$ cat src/rtl/lsu_pkg.sv
// Shared definitions for the load/store unit: op encodings, FSM states and
// op classification helpers.
package lsu_pkg;

    typedef enum logic [2:0] {
        OP_LW  = 3'd0,
        OP_LH  = 3'd1,
        OP_LHU = 3'd2,
        OP_LB  = 3'd3,
        OP_LBU = 3'd4,
        OP_SW  = 3'd5,
        OP_SH  = 3'd6,
        OP_SB  = 3'd7
    } op_t;

    typedef enum logic [1:0] {
        ST_IDLE = 2'd0,
        ST_REQ  = 2'd1,
        ST_WAIT = 2'd2,
        ST_DONE = 2'd3
    } state_t;

    function automatic logic is_store(input op_t op);
        return op inside {OP_SW, OP_SH, OP_SB};
    endfunction

    // Natural alignment: words on 4-byte, halfwords on 2-byte boundaries.
    function automatic logic misaligned(input op_t op, input logic [1:0] addr_lo);
        case (op)
            OP_LW, OP_SW:         return addr_lo != 2'b00;
            OP_LH, OP_LHU, OP_SH: return addr_lo[0];
            default:              return 1'b0;
        endcase
    endfunction

endpackage

$ cat src/rtl/lsu_lane.sv
// Combinational lane steering: store byte-enables/replication and load
// byte/halfword extraction with sign or zero extension.
module lsu_lane
    import lsu_pkg::*;
(
    input  op_t         op_type,
    input  logic [1:0]  addr_lo,
    input  logic [31:0] wdata,
    input  logic [31:0] rdata,
    output logic [3:0]  be,
    output logic [31:0] wdata_rep,
    output logic [31:0] ld_ext
);

    logic [31:0] shifted;
    logic [7:0]  byte_sel;
    logic [15:0] half_sel;

    // Store side: enables and replicated write data for the addressed lanes.
    always_comb begin
        be        = 4'b1111;
        wdata_rep = wdata;
        case (op_type)
            OP_SB: begin
                be        = 4'b0001 << addr_lo;
                wdata_rep = {4{wdata[7:0]}};
            end
            OP_SH: begin
                be        = addr_lo[1] ? 4'b1100 : 4'b0011;
                wdata_rep = {2{wdata[15:0]}};
            end
            default: ;
        endcase
    end

    // Load side: pick the addressed byte/halfword and extend it.
    always_comb begin
        shifted  = rdata >> {addr_lo, 3'b000};
        byte_sel = shifted[7:0];
        half_sel = addr_lo[1] ? rdata[31:16] : rdata[15:0];
        case (op_type)
            OP_LB:   ld_ext = {{24{byte_sel[7]}}, byte_sel};
            OP_LBU:  ld_ext = {24'h0, byte_sel};
            OP_LH:   ld_ext = {{16{half_sel[15]}}, half_sel};
            OP_LHU:  ld_ext = {16'h0, half_sel};
            default: ld_ext = rdata;
        endcase
    end

endmodule

$ cat src/rtl/lsu.sv
// Memory-stage load/store unit: accepts one op, runs a req/gnt/rvalid
// handshake, and retires it with a single done or err pulse.
module lsu
    import lsu_pkg::*;
#(
    parameter int unsigned MEM_WORDS = 4096,
    parameter logic [31:0] ADDR_BASE = 32'h0000_0000
) (
    input  logic        clk,
    input  logic        reset,
    input  logic        op_valid,
    input  logic [2:0]  op_type,
    input  logic [31:0] op_addr,
    input  logic [31:0] op_wdata,
    output logic        stall,
    output logic        done,
    output logic [31:0] ld_data,
    output logic        err,
    output logic        mem_req,
    output logic        mem_we,
    output logic [31:0] mem_addr,
    output logic [3:0]  mem_be,
    output logic [31:0] mem_wdata,
    input  logic        mem_gnt,
    input  logic        mem_rvalid,
    input  logic [31:0] mem_rdata
);

    state_t      state, state_nx;
    op_t         op_in, op_q;
    logic [31:0] addr_q, wdata_q, ld_q, ld_ext;
    logic        err_q, illegal, take, reject;

    assign op_in   = op_t'(op_type);
    assign illegal = misaligned(op_in, op_addr[1:0])
                   || (((op_addr - ADDR_BASE) >> 2) >= MEM_WORDS);

    // Next state and state-decoded outputs. The err cycle is IDLE with the
    // faulting op still presented; err_q blocks re-acceptance and drops stall
    // so the pipeline retires it exactly once.
    always_comb begin
        state_nx = state;
        take     = 1'b0;
        reject   = 1'b0;
        stall    = 1'b0;
        mem_req  = 1'b0;
        mem_we   = 1'b0;
        done     = 1'b0;
        case (state)
            ST_IDLE: begin
                if (op_valid && !err_q) begin
                    stall = 1'b1;
                    if (illegal) begin
                        reject = 1'b1;
                    end else begin
                        take     = 1'b1;
                        state_nx = ST_REQ;
                    end
                end
            end
            ST_REQ: begin
                stall   = 1'b1;
                mem_req = 1'b1;
                mem_we  = is_store(op_q);
                if (mem_gnt) state_nx = is_store(op_q) ? ST_DONE : ST_WAIT;
            end
            ST_WAIT: begin
                stall = 1'b1;
                if (mem_rvalid) state_nx = ST_DONE;
            end
            ST_DONE: begin
                done     = 1'b1;
                state_nx = ST_IDLE;
            end
            default: state_nx = ST_IDLE;
        endcase
    end

    // State register.
    always_ff @(posedge clk or posedge reset) begin
        if (reset) state <= ST_IDLE;
        else       state <= state_nx;
    end

    // Latch the accepted op so memory-side outputs stay constant until gnt.
    always_ff @(posedge clk or posedge reset) begin
        if (reset) begin
            op_q    <= OP_LW;
            addr_q  <= '0;
            wdata_q <= '0;
        end else if (take) begin
            op_q    <= op_in;
            addr_q  <= op_addr;
            wdata_q <= op_wdata;
        end
    end

    // One-cycle error pulse following a rejected op.
    always_ff @(posedge clk or posedge reset) begin
        if (reset) err_q <= 1'b0;
        else       err_q <= reject;
    end

    // Load result register, updated only when read data arrives in WAIT.
    always_ff @(posedge clk or posedge reset) begin
        if (reset)                            ld_q <= '0;
        else if (state == ST_WAIT && mem_rvalid) ld_q <= ld_ext;
    end

    lsu_lane u_lane (
        .op_type   (op_q),
        .addr_lo   (addr_q[1:0]),
        .wdata     (wdata_q),
        .rdata     (mem_rdata),
        .be        (mem_be),
        .wdata_rep (mem_wdata),
        .ld_ext    (ld_ext)
    );

    assign err      = err_q;
    assign ld_data  = ld_q;
    assign mem_addr = {addr_q[31:2], 2'b00};

endmodule

$ cat config.mk
export PLATFORM = sky130hd
export DESIGN_NAME = lsu
export DESIGN_NICKNAME = d
export VERILOG_FILES = /design/src/rtl/lsu_pkg.sv /design/src/rtl/lsu_lane.sv /design/src/rtl/lsu.sv
export SDC_FILE = /design/constraint.sdc
export NUM_CORES = 1
export LEC_CHECK = 0
export ABC_AREA = 1
export CAP_MARGIN = 20
export CORE_ASPECT_RATIO = 2
export CORE_MARGIN = 2
export CORE_UTILIZATION = 41
export CTS_CLUSTER_SIZE = 12
export DETAILED_ROUTE_END_ITERATION = 16
export PLACE_DENSITY = 0.75
export SYNTH_ARGS = -nofsm -noshare
export SYNTH_HDL_FRONTEND = slang
export SYNTH_SLANG_ARGS = --single-unit
$ cat constraint.sdc
create_clock -name clk -period 3.3 [get_ports clk]
set_clock_uncertainty 0.15 [all_clocks]
set_input_delay 0.66 -clock clk [delete_from_list [all_inputs] [get_ports clk]]
set_output_delay 0.66 -clock clk [all_outputs]
set_load 0.05 [all_outputs]
==> results.yml, run 1 <==
route:
  drtIter0Drc: 256
  drc: 0
  routed_wl_um: 15500
  via_per_inst: 4.79
  first_pass_iters: 5
  postRouteAntennaNets: 0
  wl_per_cell_um: 14.5
  num_vias: 5115
critical_path:
  ff2ff_setup_slack_ns: 1.10
  crit_arrival_ns: 2.21
  critPathCaptureType: "output port"
  critPathLaunchType: "flop"
  r2r_start: "state[0]"
  path_class: "reg2out"
  reg2reg_to: "ld_data[13]"
  worstRegToRegCells: 6
  cp_max_fo: 4
  worstPathRequired_ns: 2.49
sta:
  final-max-slew-violation-count: 0
  rsz0062_at_grt: "false"
  fin_ws_ns: 0.275
  fin_crit_sh_pct: 91.7
  holdWs_ns: 0.319
  fin_crit_ns: 3.02
  fin_tns_setup_ns: 0
  fmax_mhz: 331
  setup_viol: 0
  tightest_slew_ns: 0.621
  hold_violations: 0
  slew_headroom_pct: 58.5
placed_design:
  dpl_worst_slack_ns: 0.579
  globalplace.congestion: 0.843
  io_buffers: 206
  dp.cells: 1051
  hpwl_um: 11500
power_and_ir_drop:
  p_leak_uw: 0.00395
  vdd_drop_max_mv: 0.506
  power-per-cell-area_mw_per_mm2: 570
  power_uw: 4520
grt:
  grtUsageTotal_pct: 21.6
  overflow: 0
  grt_pass1_vias: 5029
  grt_pass1_wl_um: 24800
  grt_max_degree: 103
  antenna_found_initial: 0
synth:
  seq_area_frac_synth_pct: 45.8
  synth_top_area_share_pct: 45.8
  ys_dominant_reg_cell: "dfrtp_1"
  synthArstFlopShare_pct: 100
  netlist-cell-type-count: 36
  ys.warnings.count: 0
  synth_edf_count: 0
  avgSynthCellArea_um2: 7.43
  synth_top_cells_by_count: "nand2_1 (205), inv_1 (109), dfrtp_1 (102), nor2_1 (83), o21ai_0 (83)"
  synth_top_area_cell: "dfrtp_1"
  synth.ff_latch_count: 102
  synthTopCellsByArea: "dfrtp_1 (46%), nand2_1 (14%), o21ai_0 (7.5%), inv_1 (7.3%), buf_4 (5.8%)"
  synth_cells: 749
  netlist_area_mm2: 0.00557
  synth_most_common_cell: "nand2_1"
cells_and_area:
  fin_cells: 1067
  final_nets: 1015
  syn2layout_area_growth_pct: 42.4
  antenna_cells: 0
  drive_gt1_share_pct: 7.79
  fillers: 1220
die:
  die_area_mm2: 0.0146
  die_x_um: 86.4
  num_rows: 60
  ioPinCount: 209
  placeableCoreArea_mm2: 0.0134
  start_util_pct: 41.7
  die_h_um: 169
hold_path:
  hold_path.class: "reg2reg"
  worstHoldStart: "addr_q[27]"
  min_path_cells: 2
  holdPathEnd: "addr_q[27]"
job:
  maxCapViolCount: 0
cts:
  cts_root_buf: "clkbuf_16"
  cts_resized: 0
  ctsHoldBuffers: 0
  worstSkewPairLatency_ns: 0.34
  cts_buffers: 9
  cts_setup_buffers: 0
  cts_tree: "built"
  cts_num_sinks: 102
  path_clk_slew_ns: 0.07
  cts_buffer_depth: 2
  htreeDepth: 3
outcome:
  status: "finished, final reports clean"
## power by group
group          leakage (µW)  switching [µW]  total, µW  internal (µW)
registers           0.00138             119       1560           1440
clock network      0.000147             491       1110            615
logic               0.00242            1170       1850            682
total               0.00395            1780       4520           2740
## routing by layer
layer | share of wire, % | vias to the layer above | global-route usage [%] | wire [µm]
met5 | 0 | - | 0 | 0
met3 | 5.5 | 29 | 4.63 | 858
met1 | 36 | 2322 | 24.0 | 5600
met4 | 3.3 | 0 | 8.76 | 504
met2 | 55 | 171 | 38.9 | 8540
li1 | - | 2593 | - | -
## kinds of logic (layout without fill, tap and decap cells)
kind of cell | Yosys count | in the layout | share of synthesized area (%)
AND/OR/NAND/NOR | 309 | 309 | 21.9
other | 1 | 2 | 0.0674
AO/OA/AOI/OAI | 151 | 151 | 15.1
buffers and inverters | 182 | 344 | 16.2
flip-flops | 102 | 102 | 45.8
adder cells (fa/ha/maj) | 4 | 4 | 0.899
## per-stage QoR
stage | area, µm² | util, %
2_1_floorplan | 5580 | -
3_3_place_gp | 7620 | 57.0
3_5_place_dp | 7620 | 57.0
4_1_cts | 7930 | 59.4
5_1_grt | 7930 | 59.4
6_report | 7930 | 59.4
## worst max-delay path by stage
stage	slack, ns	end	start	cells past startpoint
2_1_floorplan	0.28	mem_we	state[1]	4
4_1_cts	0.25	mem_we	state[1]	5
6_report	0.28	mem_we	state[1]	5
3_5_place_dp	0.58	stall	op_valid	6
3_3_place_gp	0.57	stall	op_valid	6
5_1_grt	0.14	mem_we	state[1]	5
## critical path, cell delays in order, from the launching register on
cell and delay (ns):
dfrtp_1 0.42, inv_1 0.11, ha_1 0.17, inv_1 0.05
nor3_1 0.25, clkdlybuf4s50_1 0.87
## flip-flops by register name, summed over array words and instances, names as in the netlist
signal	cells
err	1
op_q	3
addr_q	32
wdata_q	32
ld_data	32
state	2
## area by class of cell
| class | count | area (µm²) | area share [%] |
|---|---|---|---|
| Inverter | 112 | 424 | 5.35 |
| Clock buffer | 10 | 239 | 3.01 |
| Timing Repair Buffer | 216 | 2330 | 29.3 |
| Clock inverter | 6 | 70.1 | 0.883 |
| Sequential cell | 102 | 2550 | 32.2 |
| Multi-Input combinational cell | 466 | 2120 | 26.8 |
| Tap cell | 155 | 194 | 2.45 |
## layout by cell type, fill, tap and decap left out, types with 2 or more instances in the layout
master           instances
o211ai_1                 6
clkbuf_16                9
nand4_1                  3
buf_12                  21
inv_1                  108
clkinvlp_4               3
nand3_1                  5
a22oi_1                  8
dfrtp_1                102
conb_1                   2
o21ai_2                  2
nor2_1                  83
nand2_2                  2
ha_1                     4
o22a_1                   5
a31oi_1                  3
a41oi_1                  2
o21ai_1                 28
o21ai_0                 83
inv_2                    2
buf_4                   18
a21oi_1                 10
nor2_2                   4
clkdlybuf4s50_1        177
nand2_1                205
Power figures use the tool's default switching activity.
==> inputs of run 2 (changes only) <==
==> constraint.sdc (replaced) <==
create_clock -name clk -period 2.5 [get_ports clk]
set_clock_uncertainty 0.15 [all_clocks]
set_input_delay 0.5 -clock clk [delete_from_list [all_inputs] [get_ports clk]]
set_output_delay 0.5 -clock clk [all_outputs]
set_load 0.05 [all_outputs]
==> run 2 against run 1 <==
Total power is 29% higher. Sequential power is 32% higher. Critical path depth is the same. Clock-buffer cell count increased by 2. Largest cell class unchanged. Largest power group unchanged. Highest routed layer unchanged.
==> results.yml, run 2 (synthesized netlist as in run 1, its figures left out) <==
outcome:
  status: "finished, final reports clean"
cells_and_area:
  syn2layout_area_growth_pct: 45.5
  fin_cells: 1074
  final_nets: 1021
  final_area_mm2: 0.00810
  final_cell_mix: "nand2_1 (204), clkdlybuf4s50_1 (174), inv_1 (107), dfrtp_1 (101), nor2_1 (83)"
  fillers: 1177
  drive_gt1_share_pct: 9.26
  postLayoutCoreUtil_pct: 60.6
  layout_commonest_cell: "nand2_1"
power_and_ir_drop:
  vdd_drop_max_mv: 0.337
  switching_share_pct: 39.7
  p_comb_share_pct: 42.0
  power_frac_seq_pct: 35.3
  p_leak_uw: 0.00399
  clock_power_share_pct: 22.7
  power-per-cell-area_mw_per_mm2: 720
  p_switching_uw: 2320
  intPower_uw: 3520
critical_path:
  critPathCaptureType: "output port"
  r2r_start: "op_q[1]"
  critPathLaunchType: "flop"
  path_class: "reg2out"
  crit_chain: "nand2_2, buf_6, clkinvlp_4, o21ai_1, buf_12"
  cp.depth: 5
  ff2ff_setup_slack_ns: 0.45
  reg2reg_to: "ld_data[17]"
  critPathTopFamily: "buffers and inverters"
  critPathLaunch: "op_q[1]"
  cp_max_fo: 21
  worstRegToRegCells: 7
  critPathBufInv: 3
  slowest_stage: "dfrtp_2"
  critPathMaxStageDelay_ns: 0.46
  worstPathRequired_ns: 1.85
  worstSetupEndpoint: "mem_be[3]"
  crit_arrival_ns: 1.75
route:
  wl_per_cell_um: 14.7
  postRouteAntennaNets: 0
  drc: 0
  via_per_inst: 4.84
  routed_wl_um: 15800
  first_pass_iters: 5
  drtIter0Drc: 262
  num_vias: 5194
die:
  placeableCoreArea_mm2: 0.0134
  ioPinCount: 209
  die_x_um: 86.4
  start_util_pct: 41.7
  die_h_um: 169
  die_area_mm2: 0.0146
  num_rows: 60
cts:
  cts_buffer_depth: 2
  cts_root_buf: "clkbuf_16"
  path_clk_slew_ns: 0.07
  cts_tree: "built"
  htreeDepth: 3
  cts_buffers: 9
  cts_num_sinks: 102
  worstSkewPairLatency_ns: 0.34
hold_path:
  hold_path.class: "reg2reg"
placed_design:
  dpl_worst_slack_ns: 0.0977
  hpwl_um: 12200
  dp.cells: 1054
  globalplace.congestion: 0.854
  placed_area_mm2: 0.00776
  io_buffers: 206
job:
  maxCapViolCount: 0
grt:
  grt_pass1_vias: 5236
  grt_max_degree: 107
  grtUsageTotal_pct: 22.4
  overflow: 0
  antenna_found_initial: 1
  grt_pass1_wl_um: 25500
sta:
  final-max-slew-violation-count: 0
  fin_crit_sh_pct: 96.0
  fin_tns_setup_ns: 0
  fin_ws_ns: 0.100
  fin_crit_ns: 2.40
  rsz0062_at_grt: "true"
  tightest_slew_ns: 0.640
  fmax_mhz: 417
  hold_violations: 0
  setup_viol: 0
  slew_headroom_pct: 57.2
==> run 2: changes by cell type in the layout (fill, tap and decap cells not counted), moves of 2 or more <==
cell / delta
buf_12: +9
o21ai_0: -7
o21ai_1: +7
a22oi_1: -4
a22oi_2: +4
buf_4: -3
clkdlybuf4s50_1: -3
clkbuf_1: +2
clkinvlp_4: +2
==> run 2: worst min-delay path by stage <==
| stage | start | to | depth (start not counted) |
|---|---|---|---|
| after floorplan | addr_q[14] | addr_q[14] | 2 |
| after global placement | addr_q[14] | addr_q[14] | 2 |
| after detailed placement | addr_q[18] | addr_q[18] | 2 |
| after CTS | addr_q[14] | addr_q[14] | 2 |
| after global routing | addr_q[26] | addr_q[26] | 2 |
| final | addr_q[14] | addr_q[14] | 2 |
==> run 2: tightest hold or removal path: cells and delay by family, from the launching register on <==
family / cells / cell delay [ns]
buf+inv: 1 / 0.04
simple gates: 1 / 0.05
flops: 1 / 0.34
==> run 2: area by class of cell <==
type | instances | area [µm²] | area share [%]
Antenna cell | 1 | 2.50 | 0.0309
Clock buffer | 12 | 246 | 3.04
Clock inverter | 4 | 32.5 | 0.402
Inverter | 112 | 428 | 5.28
Multi-Input combinational cell | 466 | 2160 | 26.6
Sequential cell | 102 | 2550 | 31.5
Tap cell | 155 | 194 | 2.39
Timing Repair Buffer | 221 | 2480 | 30.6
Timing Repair inverter | 1 | 7.51 | 0.0927
==> run 2: metal layers <==
layer  share of wire [%]  up-vias  global-route usage [%]
li1                    -     2615                       -
met1                  35     2339                    23.1
met2                  54      191                    40.0
met3                 5.6       49                    4.83
met4                 5.3        0                    13.9
met5                   0        -                       0
==> run 2: timing repair <==
action	4_1_cts	5_1_grt
hold buffers	0	0
setup endpoints to repair	12	26
resized for setup	4	11
setup buffers	2	0
gates cloned	1	0
pin swaps	1	0
hold endpoints to repair	0	0
==> run 2: through the flow <==
stage	total power, µW	hold WS, ns
detailed placement	4560	0.302
finish	5840	0.314
CTS	5900	0.320
global placement	4530	0.299
global route	6140	0.343
floorplan	3600	0.287
==> run 2: power groups by stage <==
stage / Combinational, µW / Clock [µW] / Sequential, µW
3_3_place_gp: 2440 / 0 / 2090
6_report: 2450 / 1330 / 2060
3_5_place_dp: 2470 / 0 / 2100
5_1_grt: 2600 / 1440 / 2090
2_1_floorplan: 696 / 0 / 2910
4_1_cts: 2470 / 1360 / 2060
==> inputs of run 3 (changes only) <==
--- a/config.mk
+++ b/config.mk
@@ -9,10 +9,10 @@
 export CAP_MARGIN = 20
 export CORE_ASPECT_RATIO = 2
 export CORE_MARGIN = 2
-export CORE_UTILIZATION = 41
-export CTS_CLUSTER_SIZE = 12
+export CORE_UTILIZATION = 35
 export DETAILED_ROUTE_END_ITERATION = 16
-export PLACE_DENSITY = 0.75
+export PLACE_DENSITY = 0.65
+export SLEW_MARGIN = 10
 export SYNTH_ARGS = -nofsm -noshare
 export SYNTH_HDL_FRONTEND = slang
 export SYNTH_SLANG_ARGS = --single-unit
==> run 3 against run 2 <==
Register-to-register slack got worse by 0.02 ns. Utilization is 8.7 points lower. Via count is 0.54% lower. Sequential cell count unchanged. Fmax rose by 1.5%. Clock power is 9.8% higher. Critical endpoint is now mem_wdata[25]. Final cell count rose by 4.4%. Sequential share of layout area is 0.21 points lower.
==> results.yml, run 3 (synthesized netlist as in run 1, its figures left out) <==
power_and_ir_drop:
  vdd_drop_max_mv: 0.301
  clock_power_share_pct: 24.5
  p_comb_share_pct: 40.9
  switching_share_pct: 39.2
  power_uw: 5960
  intPower_uw: 3620
  p_leak_uw: 0.00400
  power-per-cell-area_mw_per_mm2: 731
  p_switching_uw: 2340
  power_frac_seq_pct: 34.6
sta:
  rsz0062_at_grt: "false"
  slew_headroom_pct: 61.3
  hold_violations: 0
  fin_crit_ns: 2.36
  fin_crit_sh_pct: 94.6
  setup_viol: 0
  fmax_mhz: 423
  tightest_slew_ns: 0.579
  fin_tns_setup_ns: 0
  final-max-slew-violation-count: 0
job:
  maxCapViolCount: 0
cells_and_area:
  antenna_cells: 0
  final_cell_mix: "nand2_1 (204), clkdlybuf4s50_1 (173), inv_1 (107), dfrtp_1 (101), nor2_1 (83)"
  layout_commonest_cell: "nand2_1"
  syn2layout_area_growth_pct: 46.5
  drive_gt1_share_pct: 9.78
  final_nets: 1023
  fillers: 1526
  postLayoutCoreUtil_pct: 52.0
critical_path:
  critPathCaptureType: "output port"
  worstSetupEndpoint: "mem_wdata[25]"
  critPathLaunchType: "flop"
  worstPathRequired_ns: 1.85
  path_class: "reg2out"
  r2r_start: "op_q[1]"
  worstRegToRegCells: 9
  cp_max_fo: 8
  critPathLaunch: "op_q[2]"
  reg2reg_to: "ld_data[9]"
  ff2ff_setup_slack_ns: 0.43
  crit_arrival_ns: 1.71
grt:
  grt_pass1_wl_um: 26200
  antenna_found_initial: 0
  gr-max-usage-layer: "met2"
  use_met2_pct: 37.7
  grtUsageTotal_pct: 19.9
  grt_use_met1_pct: 20.2
  use_met3_pct: 4.17
  grt_pass1_vias: 5098
  overflow: 0
  grt_max_degree: 103
cts:
  cts_tree: "built"
  ctsHoldBuffers: 0
  htreeDepth: 3
  cts_root_buf: "clkbuf_16"
  cts_buffers: 9
  cts_buffer_depth: 2
  path_clk_slew_ns: 0.07
  cts_num_sinks: 102
  worstSkewPairLatency_ns: 0.34
die:
  placeableCoreArea_mm2: 0.0157
  start_util_pct: 35.5
  num_rows: 65
  die_h_um: 182
  ioPinCount: 209
  die_x_um: 93.2
  die_area_mm2: 0.0170
route:
  postRouteAntennaNets: 0
  num_vias: 5166
  drtIter0Drc: 188
  first_pass_iters: 5
  wl_per_cell_um: 14.5
  via_per_inst: 4.61
  routed_wl_um: 16300
  drc: 0
hold_path:
  hold_path.class: "reg2reg"
placed_design:
  globalplace.congestion: 0.871
  hpwl_um: 12600
  io_buffers: 206
outcome:
  status: "finished, final reports clean"
## run 3: changes by cell type in the layout (fill, tap and decap cells not counted), sizes merged
cell	previous run	this run
dlymetal6s2s	1	0
clkdlybuf4s50	174	173
clkbuf	12	11
bufinv	0	1
clkinv	3	2
clkinvlp	5	4
inv	109	111
diode	1	0
buf	46	50
## run 3: area by class of cell
type	count	area [µm²]	area share, %
clock buffer	11	243	2.98
inverter	112	428	5.25
sequential	102	2550	31.3
timing repair inverter	1	7.51	0.0921
clock inverter	5	66.3	0.813
multi-input combinational	466	2160	26.4
timing repair buffer	223	2450	30.0
tap	201	251	3.08
## run 3: through the flow
stage	instances	instance area [µm²]	setup slack [ns]	hold slack, ns
floorplan	750	5580	-0.132	0.287
global placement	1103	7780	0.173	0.300
detailed placement	1103	7780	0.151	0.306
CTS	1121	8140	0.00112	0.326
global route	1121	8160	0.00904	0.344
finish	1121	8160	0.135	0.322
## run 3: timing repair
item                       in CTS  in global routing
pin swaps                       1                  0
buffers inserted                1                  0
cloned                          1                  0
resized for setup               5                  6
setup endpoints to repair      13                 24
## run 3: worst max-delay path: stages, from the launching register on
cell and delay (ns):
dfrtp_2 0.45, nand2_2 0.13, nor2_2 0.06, buf_4 0.18, a22oi_1 0.25, nand2_1 0.13
buf_12 0.17
## run 3: worst min-delay path by stage
stage,startpoint,end,slack [ns],cells after the start
6_report,addr_q[31],addr_q[31],0.32,2
5_1_grt,addr_q[27],addr_q[27],0.34,2
4_1_cts,addr_q[18],addr_q[18],0.33,2
3_5_place_dp,addr_q[18],addr_q[18],0.31,2
3_3_place_gp,addr_q[23],addr_q[23],0.30,2
2_1_floorplan,addr_q[14],addr_q[14],0.29,2
## run 3: power groups by stage
stage / sequential [µW] / combinational [µW] / clock, µW
final: 2060 / 2440 / 1460
after global routing: 2100 / 2590 / 1560
after CTS: 2070 / 2470 / 1500
after detailed placement: 2100 / 2460 / 0
after global placement: 2090 / 2450 / 0
after floorplan: 2910 / 696 / 0
## run 3: per-layer routing
metal | routed length (µm) | part of all wire [%]
met1 | 5750 | 35
met2 | 9060 | 56
met3 | 798 | 4.9
met4 | 644 | 4.0
met5 | 0 | 0
